--- src/rtl/ctrl_pkg.sv ---
// Shared controller/datapath definitions: state encoding, opcodes, ALU selects, IR field bundle.
package ctrl_pkg;

  localparam int unsigned STATE_W  = 4;
  localparam int unsigned OPCODE_W = 4;
  localparam int unsigned ALU_S_W  = 3;
  localparam int unsigned IR_W     = 16;
  localparam int unsigned FIELD_W  = 4;

  typedef enum logic [STATE_W-1:0] {
    ST_INIT   = 4'd0,
    ST_FETCH  = 4'd1,
    ST_DECODE = 4'd2,
    ST_NOOP   = 4'd3,
    ST_LOADA  = 4'd4,
    ST_LOADB  = 4'd5,
    ST_STORE  = 4'd6,
    ST_ADD    = 4'd7,
    ST_SUB    = 4'd8,
    ST_HALT   = 4'd9
  } state_e;

  typedef enum logic [OPCODE_W-1:0] {
    OP_NOOP  = 4'h0,
    OP_STORE = 4'h1,
    OP_LOAD  = 4'h2,
    OP_ADD   = 4'h3,
    OP_SUB   = 4'h4,
    OP_HALT  = 4'h5
  } op_e;

  localparam logic [ALU_S_W-1:0] ALU_PASS_A = 3'b000;
  localparam logic [ALU_S_W-1:0] ALU_ADD    = 3'b001;
  localparam logic [ALU_S_W-1:0] ALU_SUB    = 3'b010;

  // IR[11:8], IR[7:4], IR[3:0] with the opcode already folded to a legal op.
  typedef struct packed {
    op_e                op;
    logic [FIELD_W-1:0] f_hi;
    logic [FIELD_W-1:0] f_mid;
    logic [FIELD_W-1:0] f_lo;
  } ir_fields_t;

endpackage

--- src/rtl/instr_field_decode.sv ---
// Combinational split of the instruction word into opcode and register/address nibbles.
module instr_field_decode
  import ctrl_pkg::*;
(
  input  logic [IR_W-1:0] i_ir,
  output ir_fields_t      o_fields
);

  always_comb begin
    o_fields.f_hi  = i_ir[11:8];
    o_fields.f_mid = i_ir[7:4];
    o_fields.f_lo  = i_ir[3:0];
    // Unassigned opcodes behave as NOOP.
    case (i_ir[15:12])
      4'h1:    o_fields.op = OP_STORE;
      4'h2:    o_fields.op = OP_LOAD;
      4'h3:    o_fields.op = OP_ADD;
      4'h4:    o_fields.op = OP_SUB;
      4'h5:    o_fields.op = OP_HALT;
      default: o_fields.op = OP_NOOP;
    endcase
  end

endmodule

--- src/rtl/controller_fsm.sv ---
// Multi-cycle CPU controller: fetch/decode/execute sequencing with registered control outputs.
// Define CTRL_DEBUG_STATE_EN to expose State/NextState debug ports.
module controller_fsm
  import ctrl_pkg::*;
#(
  parameter int unsigned D_ADDR_W  = 8,
  parameter int unsigned RF_ADDR_W = 4
) (
  input  logic                 Clk,
  input  logic                 Reset,
  input  logic [IR_W-1:0]      IR,
  output logic                 PC_clr,
  output logic                 PC_up,
  output logic                 IR_ld,
  output logic [D_ADDR_W-1:0]  D_Addr,
  output logic                 D_Wr,
  output logic                 RF_s,
  output logic                 RF_W_en,
  output logic [RF_ADDR_W-1:0] RF_W_Addr,
  output logic [RF_ADDR_W-1:0] RF_Ra_Addr,
  output logic [RF_ADDR_W-1:0] RF_Rb_Addr,
  output logic [ALU_S_W-1:0]   ALU_s0
`ifdef CTRL_DEBUG_STATE_EN
  ,
  output logic [STATE_W-1:0]   State,
  output logic [STATE_W-1:0]   NextState
`endif
);

  state_e                 r_state;
  state_e                 w_next_state;
  ir_fields_t             w_f;
  logic [7:0]             w_load_addr;
  logic [7:0]             w_store_addr;

  logic                   w_pc_clr;
  logic                   w_pc_up;
  logic                   w_ir_ld;
  logic [D_ADDR_W-1:0]    w_d_addr;
  logic                   w_d_wr;
  logic                   w_rf_s;
  logic                   w_rf_w_en;
  logic [RF_ADDR_W-1:0]   w_rf_w_addr;
  logic [RF_ADDR_W-1:0]   w_rf_ra_addr;
  logic [RF_ADDR_W-1:0]   w_rf_rb_addr;
  logic [ALU_S_W-1:0]     w_alu_s0;

  instr_field_decode u_decode (
    .i_ir     (IR),
    .o_fields (w_f)
  );

  assign w_load_addr  = {w_f.f_hi, w_f.f_mid};
  assign w_store_addr = {w_f.f_mid, w_f.f_lo};

  // Next-state logic.
  always_comb begin
    w_next_state = r_state;
    case (r_state)
      ST_INIT:   w_next_state = ST_FETCH;
      ST_FETCH:  w_next_state = ST_DECODE;
      ST_DECODE: begin
        case (w_f.op)
          OP_STORE: w_next_state = ST_STORE;
          OP_LOAD:  w_next_state = ST_LOADA;
          OP_ADD:   w_next_state = ST_ADD;
          OP_SUB:   w_next_state = ST_SUB;
          OP_HALT:  w_next_state = ST_HALT;
          default:  w_next_state = ST_NOOP;
        endcase
      end
      ST_LOADA:  w_next_state = ST_LOADB;
      ST_NOOP, ST_LOADB, ST_STORE, ST_ADD, ST_SUB: w_next_state = ST_FETCH;
      ST_HALT:   w_next_state = ST_HALT;
      default:   w_next_state = ST_INIT;
    endcase
  end

  // Control values for the state being entered; registered below so they line up with it.
  always_comb begin
    w_pc_clr     = 1'b0;
    w_pc_up      = 1'b0;
    w_ir_ld      = 1'b0;
    w_d_addr     = '0;
    w_d_wr       = 1'b0;
    w_rf_s       = 1'b0;
    w_rf_w_en    = 1'b0;
    w_rf_w_addr  = '0;
    w_rf_ra_addr = '0;
    w_rf_rb_addr = '0;
    w_alu_s0     = ALU_PASS_A;
    case (w_next_state)
      ST_INIT:  w_pc_clr = 1'b1;
      ST_FETCH: begin
        w_ir_ld = 1'b1;
        w_pc_up = 1'b1;
      end
      ST_LOADA: w_d_addr = D_ADDR_W'(w_load_addr);
      ST_LOADB: begin
        w_d_addr    = D_ADDR_W'(w_load_addr);
        w_rf_w_addr = RF_ADDR_W'(w_f.f_lo);
        w_rf_s      = 1'b1;
        w_rf_w_en   = 1'b1;
      end
      ST_STORE: begin
        w_d_addr     = D_ADDR_W'(w_store_addr);
        w_rf_ra_addr = RF_ADDR_W'(w_f.f_hi);
        w_alu_s0     = ALU_PASS_A;
        w_d_wr       = 1'b1;
      end
      ST_ADD, ST_SUB: begin
        w_rf_ra_addr = RF_ADDR_W'(w_f.f_hi);
        w_rf_rb_addr = RF_ADDR_W'(w_f.f_mid);
        w_rf_w_addr  = RF_ADDR_W'(w_f.f_lo);
        w_rf_w_en    = 1'b1;
        w_alu_s0     = (w_next_state == ST_ADD) ? ALU_ADD : ALU_SUB;
      end
      default: ;
    endcase
  end

  always_ff @(posedge Clk) begin
    if (Reset) begin
      r_state    <= ST_INIT;
      PC_clr     <= 1'b1;
      PC_up      <= 1'b0;
      IR_ld      <= 1'b0;
      D_Addr     <= '0;
      D_Wr       <= 1'b0;
      RF_s       <= 1'b0;
      RF_W_en    <= 1'b0;
      RF_W_Addr  <= '0;
      RF_Ra_Addr <= '0;
      RF_Rb_Addr <= '0;
      ALU_s0     <= ALU_PASS_A;
    end else begin
      r_state    <= w_next_state;
      PC_clr     <= w_pc_clr;
      PC_up      <= w_pc_up;
      IR_ld      <= w_ir_ld;
      D_Addr     <= w_d_addr;
      D_Wr       <= w_d_wr;
      RF_s       <= w_rf_s;
      RF_W_en    <= w_rf_w_en;
      RF_W_Addr  <= w_rf_w_addr;
      RF_Ra_Addr <= w_rf_ra_addr;
      RF_Rb_Addr <= w_rf_rb_addr;
      ALU_s0     <= w_alu_s0;
    end
  end

`ifdef CTRL_DEBUG_STATE_EN
  assign State     = r_state;
  assign NextState = w_next_state;
`endif

endmodule

--- config.mk ---
export PLATFORM = sky130hd
export DESIGN_NAME = controller_fsm
export DESIGN_NICKNAME = d
export VERILOG_FILES = /design/src/rtl/ctrl_pkg.sv /design/src/rtl/instr_field_decode.sv /design/src/rtl/controller_fsm.sv
export SDC_FILE = /design/constraint.sdc
export NUM_CORES = 1
export LEC_CHECK = 0
export ABC_CLOCK_PERIOD_IN_PS = 1950
export BUFFER_PORTS_ARGS = -buffer_cell sky130_fd_sc_hd__buf_4
export CAP_MARGIN = 20
export CORE_AREA = 2 2 86 47
export DETAILED_ROUTE_END_ITERATION = 6
export DIE_AREA = 0 0 88 49
export PLACE_DENSITY = 0.71
export SYNTH_ARGS = -nofsm -noshare
export SYNTH_HDL_FRONTEND = slang
export SYNTH_HIERARCHICAL = 1
export SYNTH_SLANG_ARGS = --single-unit
--- constraint.sdc ---
create_clock -name Clk -period 1.95 [get_ports Clk]
set_input_delay 0.39 -clock Clk [delete_from_list [all_inputs] [get_ports Clk]]
set_output_delay 0.39 -clock Clk [all_outputs]
set_load 0.01 [all_outputs]
# ---- After elaboration in Yosys (flattened, before gate mapping)
# Cells that the tools add are included.
dict set report totals {
  reg_bits 32
  latchBits 0
  mem_bits_rw 0
  rom_bits 0
  output_inout_bits 29
  word_cells 59
  mem_count 0
}
dict set report op_classes {
  addsub 0
  n_mul 0
  n_div 0
  n_lt_le_gt_ge 0
  eq_ne 25
  n_shift 0
  muxes 10
  bitwise_logic 3
  n_reduce_logical 10
}
# op n
set ops {}
lappend ops {{4-bit by 3-bit equality test with 1-bit output, second input constant} 12}
lappend ops {{4-bit one-hot mux with 5 select lines} 2}
lappend ops {{4-bit by 2-bit equality test with 1-bit output, second input constant} 6}
lappend ops {{4-bit by 1-bit equality test with 1-bit output, second input constant} 4}
lappend ops {{8-bit one-hot mux with 2 select lines} 1}
lappend ops {{3-bit one-hot mux with 5 select lines} 1}
lappend ops {{4-bit equality test, second input constant} 3}
lappend ops {{2-bit OR reduction} 5}
lappend ops {{4-bit logical NOT} 2}
lappend ops {{3-bit OR reduction} 2}
lappend ops {{6-bit OR reduction} 1}
lappend ops {{1-bit 2-to-1 mux} 5}
lappend ops {{1-bit NOT} 3}
lappend ops {{2-bit 2-to-1 mux} 1}

# ---- Logic depth before layout (Yosys ltp)
# Gate-level depths: netlist (run 1).
dict set report logic_depth {
  word_depth 9
  depth_mapped 9
  mapped_depth_nobuf 8
}

# ---- By module
# The synthesis (run 1) kept the hierarchy.
# module n_inst cells_per_inst area_each_um2
set by_module_without_submodules {}
lappend by_module_without_submodules {controller_fsm 1 119 1221.2}
lappend by_module_without_submodules {instr_field_decode 1 18 127.6}

# ---- Least setup slack after synthesis (run 1)
# OpenSTA, ideal clock, no wires.
dict set report synth_timing {
  path_type {input -> register}
  from {input IR[15]}
  to {register RF_W_Addr[0]}
  setup_ns 0.125
  arrival_ns 1.782
  setup_slack_ns 0.043
  path_stages 6
  cell_sequence {nor3b_1 -> nor2b_2 -> o311ai_2 -> o21ai_2 -> mux2i_2 -> nor2b_1}
}
dict set report synth_via {
  elab_chain_len 9
  elab_cells_between_ends 19
}
# item line
set synth_lines {}
lappend synth_lines {{from (decl)} controller_fsm.sv:11} ;# input logic [IR_W-1:0] IR,
lappend synth_lines {{4-bit by 3-bit equality test with 1-bit output (tied with other cells)} instr_field_decode.sv:14} ;# case (i_ir[15:12])
lappend synth_lines {{3-bit one-hot mux with 5 select lines (*)} instr_field_decode.sv:14}
lappend synth_lines {{4-bit by 3-bit equality test with 1-bit output (tied with other cells)} controller_fsm.sv:63} ;# case (w_f.op)
lappend synth_lines {{4-bit one-hot mux with 5 select lines (*)} controller_fsm.sv:63}
lappend synth_lines {{4-bit one-hot mux with 5 select lines (*)} controller_fsm.sv:59} ;# case (r_state)
lappend synth_lines {{4-bit by 3-bit equality test with 1-bit output / 4-bit equality test (equally long branches)} controller_fsm.sv:92} ;# case (w_next_state)
lappend synth_lines {{3-bit OR reduction (no line) (*)} -}
lappend synth_lines {{1-bit NOT (no line) (*)} -}
lappend synth_lines {{2-bit OR reduction (no line) (*)} -}
lappend synth_lines {{to (signal assigned)} controller_fsm.sv:145} ;# RF_W_Addr <= w_rf_w_addr;
lappend synth_lines {{to (decl)} controller_fsm.sv:19} ;# output logic [RF_ADDR_W-1:0] RF_W_Addr,
# Mark *: on every way between the ends. The rest lies on a longest branch, timed or not.
# A chain may end at the register's enable or synchronous reset.

==> run_results.csv, run 1 <==
group,metric,value,unit
status,outcome,"complete, no violations",
power_and_ir_drop,ir_drop,0.000289,V
floorplan,num_rows,16,
finish,layout_commonest_cell,"buf_4",
critical_path,crit_start,"IR[14]",
floorplan,core_area,3620,µm²
placed_design,place_congestion,0.761,
cts,clock_latency,290,ps
drt,routed_via_density,4.83,
sta,hold_violations,0,
cts,cts_made_buffers,5,
sta,drv_slew,0,
global_route,globalRouteOverflowTotal,0,
cts,post-cts-setup-buffers,0,
floorplan,ioPinCount,47,
cts,htreeDepth,2,
global_route,track_usage,16.3,%
run,max-cap-violations,0,
yosys,ys.flop_type,"dfxtp_1",
cts,clockBufferDepth,2,
drt,drt_iter0_markers,76,
cts,clk_pin_slew,70,ps
yosys,async_reset_ff_share,0,%
floorplan,die_area,4310,µm²
finish,post-route-util,50.1,%
power_and_ir_drop,p_leak,0.747,nW
drt,wirelength,3280,µm
finish,final_nets,199,
sta,finalCriticalPeriod,1810,ps
floorplan,die_x,88,µm
floorplan,die_h,49,µm
critical_path,timing.rr.start,"r_state[1]",
cts,cts_tree,"yes",
critical_path,critPathCaptureType,"flop",
sta,post-route-period-util,93.1,%
yosys,yosysSeqAreaShare,46.0,%
drt,vias,1141,
global_route,grt_max_degree,16,
yosys,synth_edf_count,0,
critical_path,startpoint_type,"input pin",
critical_path,r2r_slack,190,ps
critical_path,worstPathMaxFanout,8,
yosys,netlist_area,1350,µm²
global_route,grt_pass1_vias,1169,
finish,final.fill_count,328,
yosys,synth_cell_types,39,
finish,drive_gt1_share,44.0,%
sta,finalSetupViolCount,0,
sta,fmax,0.551,GHz
cts,cts_resized,0,
power_and_ir_drop,powerDensity,750,nW/µm²
global_route,antenna_found_initial,0,
drt,dr.pass1.iters,4,
min_path,hold_path.class,"in2reg",
finish,layout_common_cells,"57 x buf_4, 31 x dfxtp_1, 10 x o21ai_1",
yosys,syn_nets,155,
yosys,ys_seq_elements,31,
cts,clock-sinks,31,
finish,multiInputGateArea,569,µm²
drt,post-route-drc-count,0,
critical_path,critical_path_required,2170,ps
cts,root_buffer,"clkbuf_8",
yosys,synth_warnings,6,
floorplan,start_util,37.2,%
global_route,grt_pass1_wl,5300,µm
placed_design,port-buffer-count,45,
cts,postCtsHoldBufs,0,
critical_path,critical_path_class,"in2reg",
critical_path,crit_arrival,2030,ps
finish,synthToLayoutAreaGrowth,34.5,%
sta,tns,0,ps
drt,wire_per_inst,13.9,µm
sta,fin_skew,8.32,ps
finish,seq_area,621,µm²
min_path,hold_start,"IR[0]",
placed_design,place_hpwl,2480,µm
finish,n_antenna_cell,0,
yosys,netlist_instances,137,
drt,ant_nets,0,
sta,rsz0062_at_grt,"no",
yosys,synth_area_per_cell,9.85,µm²
stage by stage:
step | cell area [µm²] | setup slack, ps | power (mW) | cells | hold WS, ps
after floorplan | 1350 | 43.1 | 0.809 | 137 | 467
after global placement | 1710 | -94.4 | 0.870 | 228 | 620
after detailed placement | 1710 | -208 | 0.880 | 228 | 619
after CTS | 1800 | 87.8 | 1.37 | 236 | 321
after global routing | 1810 | 11.1 | 1.42 | 236 | 331
final | 1810 | 135 | 1.36 | 236 | 317
worst max-delay path, stage by stage:
cell	delay, ps
buf_4	120
nor3b_1	180
buf_4	170
nor2b_2	50
buf_4	150
a2111oi_4	330
or2_1	340
nand4_1	140
o21ai_1	150
state kept, by name (all words and copies together) (netlist names):
signal,flops
D_Addr,8
RF_Ra_Addr,4
RF_Rb_Addr,4
RF_W_Addr,4
r_state,4
ALU_s0,2
D_Wr,1
IR_ld,1
PC_clr,1
RF_W_en,1
RF_s,1
routing by layer:
metal  track usage [%]  up-vias  wire length [µm]
li1                  -      552                 -
met2              26.3       51              1460
met4              7.44        0                70
met1              19.0      528              1480
met5                 0        -                 0
met3              6.43       10               269
power breakdown:
group / internal (mW) / switching [mW] / total, mW
Combinational: 0.0982 / 0.113 / 0.211
Sequential: 0.647 / 0.0151 / 0.662
Clock: 0.249 / 0.239 / 0.488
Total: 0.994 / 0.367 / 1.36
final timing paths:
check | to | cells after the start
worst max-delay path | D_Addr[2] | 9
worst min-delay path | RF_W_Addr[0] | 2
worst max register to register | RF_W_Addr[2] | 5
worst min register to register | r_state[3] | 1
area by class of cell:
| class | count | area share, % |
|---|---|---|
| sequential | 31 | 34.2 |
| multi-input combinational | 80 | 31.4 |
| timing repair buffer | 58 | 24.7 |
| clock buffer | 6 | 4.00 |
| tap | 54 | 3.72 |
| inverter | 5 | 1.31 |
| clock inverter | 2 | 0.690 |
logic make-up (layout without fill, tap and decap cells):
family,Yosys count,count (layout),share of synthesized area [%]
other,2,2,0.557
AOI/OAI and AO/OA,22,22,12.4
and+or+nand+nor,55,55,26.9
muxes,1,1,1.02
buffers and inverters,26,71,13.1
DFF,31,31,46.0
synth_stat cells (2+ instances only):
library cell | count | share of area [%]
nand3_1 | 8 | 3.0
nor2_1 | 5 | 1.4
conb_1 | 2 | 0.56
nor4b_1 | 3 | 1.9
buf_6 | 2 | 1.7
nand4_1 | 8 | 3.7
o21a_1 | 2 | 1.1
nor3_1 | 2 | 0.74
nor3b_1 | 10 | 5.6
buf_4 | 15 | 8.3
dfxtp_1 | 31 | 46
a21oi_1 | 2 | 0.74
clkbuf_1 | 2 | 0.56
inv_1 | 4 | 1.1
nor2b_1 | 6 | 2.8
or2_2 | 2 | 0.93
o21ai_1 | 10 | 3.7
buf_2 | 2 | 0.74
No activity file was read; power rests on OpenSTA's default activity.
==> run 2: changes to the inputs <==
- ABC_CLOCK_PERIOD_IN_PS: 1950 -> 2200
- PLACE_DENSITY: 0.71 -> 0.69
- clock period: 1.95 -> 2.2 ns (I/O delays scaled with it)
==> run 2 against run 1 <==
Effect of this change: count of clock-buffer cells in the layout is the same; clock skew down 4.0 ps; sequential cell count unchanged; die area unchanged; global-route usage shrank 0.53 points; routed wire length decreased by 0.46%; utilization is 2.8 points lower; register-to-register slack gained 230 ps; design area down 5.7%; non-clock buffer count decreased by 8.
==> run_results.csv, run 2 (same netlist as run 1, synthesis figures left out) <==
group,metric,value,unit
min_path,hold_path.class,"in2reg",
finish,layoutNonFillerInstCount,226,
critical_path,crit_family,"simple AND/OR/NAND/NOR gates",
power_and_ir_drop,power_frac_seq,51.3,%
drt,routed_via_density,4.87,
sta,finalSetupViolCount,0,
sta,fin_ws,174,ps
finish,drive_gt1_share,39.5,%
placed_design,placedCellCount,220,
global_route,grt_max_degree,20,
global_route,grt_use_met3,5.92,%
power_and_ir_drop,ir_drop,0.000256,V
critical_path,crit_arrival,2180,ps
finish,final.fill_count,350,
sta,fin_hold_ws,403,ps
critical_path,crit_top_cell,"buf_4",
cts,clockBufferDepth,2,
cts,post-cts-setup-buffers,0,
placed_design,place_ws,-91.1,ps
critical_path,critPathCaptureType,"flop",
cts,cts_tree,"yes",
placed_design,place_hpwl,2490,µm
floorplan,start_util,37.2,%
finish,layout_common_cells,"50 x buf_4, 31 x dfxtp_1, 10 x o21ai_1, 10 x nor3b_1",
floorplan,die_h,49,µm
placed_design,place_congestion,0.904,
global_route,grt_pass1_vias,1059,
cts,cts_resized,0,
drt,dr.pass1.iters,4,
run,max-cap-violations,0,
finish,regMostFlops,"D_Addr",
cts,clock-sinks,31,
cts,htreeDepth,2,
sta,post-route-period-util,92.1,%
floorplan,die_area,4310,µm²
power_and_ir_drop,clkPwrFrac,34.0,%
sta,finalCriticalPeriod,2030,ps
finish,post-route-util,47.2,%
power_and_ir_drop,power.internal,0.858,mW
finish,postLayoutCellArea,1710,µm²
placed_design,port-buffer-count,45,
cts,clk_pin_slew,50,ps
floorplan,num_rows,16,
global_route,globalRouteOverflowTotal,0,
critical_path,worstPathMaxFanout,5,
floorplan,core_area,3620,µm²
critical_path,crit_chain,"buf_4 -> nor3b_1 -> buf_4 -> nor2b_2 -> o311ai_2 -> o21ai_2 -> mux2i_2 -> nor2b_1",
critical_path,critical_path_required,2350,ps
sta,hold_violations,0,
finish,largest_register_ffs,8,
cts,cts_made_buffers,5,
finish,n_antenna_cell,0,
sta,fin_skew,4.37,ps
power_and_ir_drop,finalPower,1.15,mW
critical_path,path_buf_inv,2,
status,outcome,"complete, no violations",
finish,final_nets,191,
power_and_ir_drop,p_leak,0.698,nW
global_route,track_usage,15.7,%
critical_path,startpoint_type,"input pin",
cts,clock_latency,280,ps
critical_path,worst_path_max_delay_cell,"mux2i_2",
global_route,met1_usage,21.7,%
global_route,grt_most_used_layer,"met2",
drt,vias,1100,
placed_design,place_area,1640,µm²
finish,synthToLayoutAreaGrowth,26.9,%
critical_path,slowest_delay,350,ps
sta,fmax,0.494,GHz
sta,tns,0,ps
power_and_ir_drop,powerDensity,670,nW/µm²
drt,drt_iter0_markers,61,
global_route,grt_pass1_wl,5090,µm
sta,rsz0062_at_grt,"no",
power_and_ir_drop,power_switching,0.288,mW
drt,wirelength,3260,µm
critical_path,critical_path_class,"in2reg",
drt,ant_nets,0,
power_and_ir_drop,p_sw_share,25.2,%
finish,layout_commonest_cell,"buf_4",
drt,post-route-drc-count,0,
sta,drv_slew,0,
global_route,antenna_found_initial,0,
floorplan,ioPinCount,47,
floorplan,die_x,88,µm
power_and_ir_drop,power_frac_comb,14.7,%
drt,wire_per_inst,14.4,µm
cts,postCtsHoldBufs,0,
cts,root_buffer,"clkbuf_8",
global_route,grtUsageMet2,22.1,%
## run 2: final timing paths
check	startpoint	depth (start not counted)	to	slack (ps)
hold / removal	IR[3]	2	RF_W_Addr[3]	400
setup / recovery	IR[15]	8	RF_W_Addr[2]	170
setup reg to reg	r_state[1]	5	RF_W_Addr[2]	420
hold reg to reg	r_state[2]	1	r_state[3]	680
## run 2: cell type report
cell class / instances / area [µm²] / share of cell area, %
Multi-Input combinational cell: 80 / 552 / 32.2
Timing Repair Buffer: 50 / 375 / 21.9
Inverter: 5 / 23.8 / 1.39
Tap cell: 54 / 67.6 / 3.95
Clock buffer: 6 / 72.6 / 4.24
Sequential cell: 31 / 621 / 36.3
## run 2: power groups by stage
stage	logic [mW]	clock network, mW	registers (mW)
finish	0.168	0.390	0.588
global route	0.183	0.427	0.588
CTS	0.166	0.403	0.587
detailed placement	0.165	0	0.599
global placement	0.160	0	0.598
floorplan	0.118	0	0.599
## run 2: metal layers
metal  wire length (µm)  vias to the layer above
met2               1270                       53
met4                 42                        0
li1                   -                      537
met5                  0                        -
met1               1650                      503
met3                304                        7
## run 2: worst register-to-register path, cell delays in order, from the launching register on
cell and delay [ps]:
dfxtp_1 460, nor3b_2 300, o311ai_2 190, o21ai_2 270, mux2i_2 350, nor2b_1 90
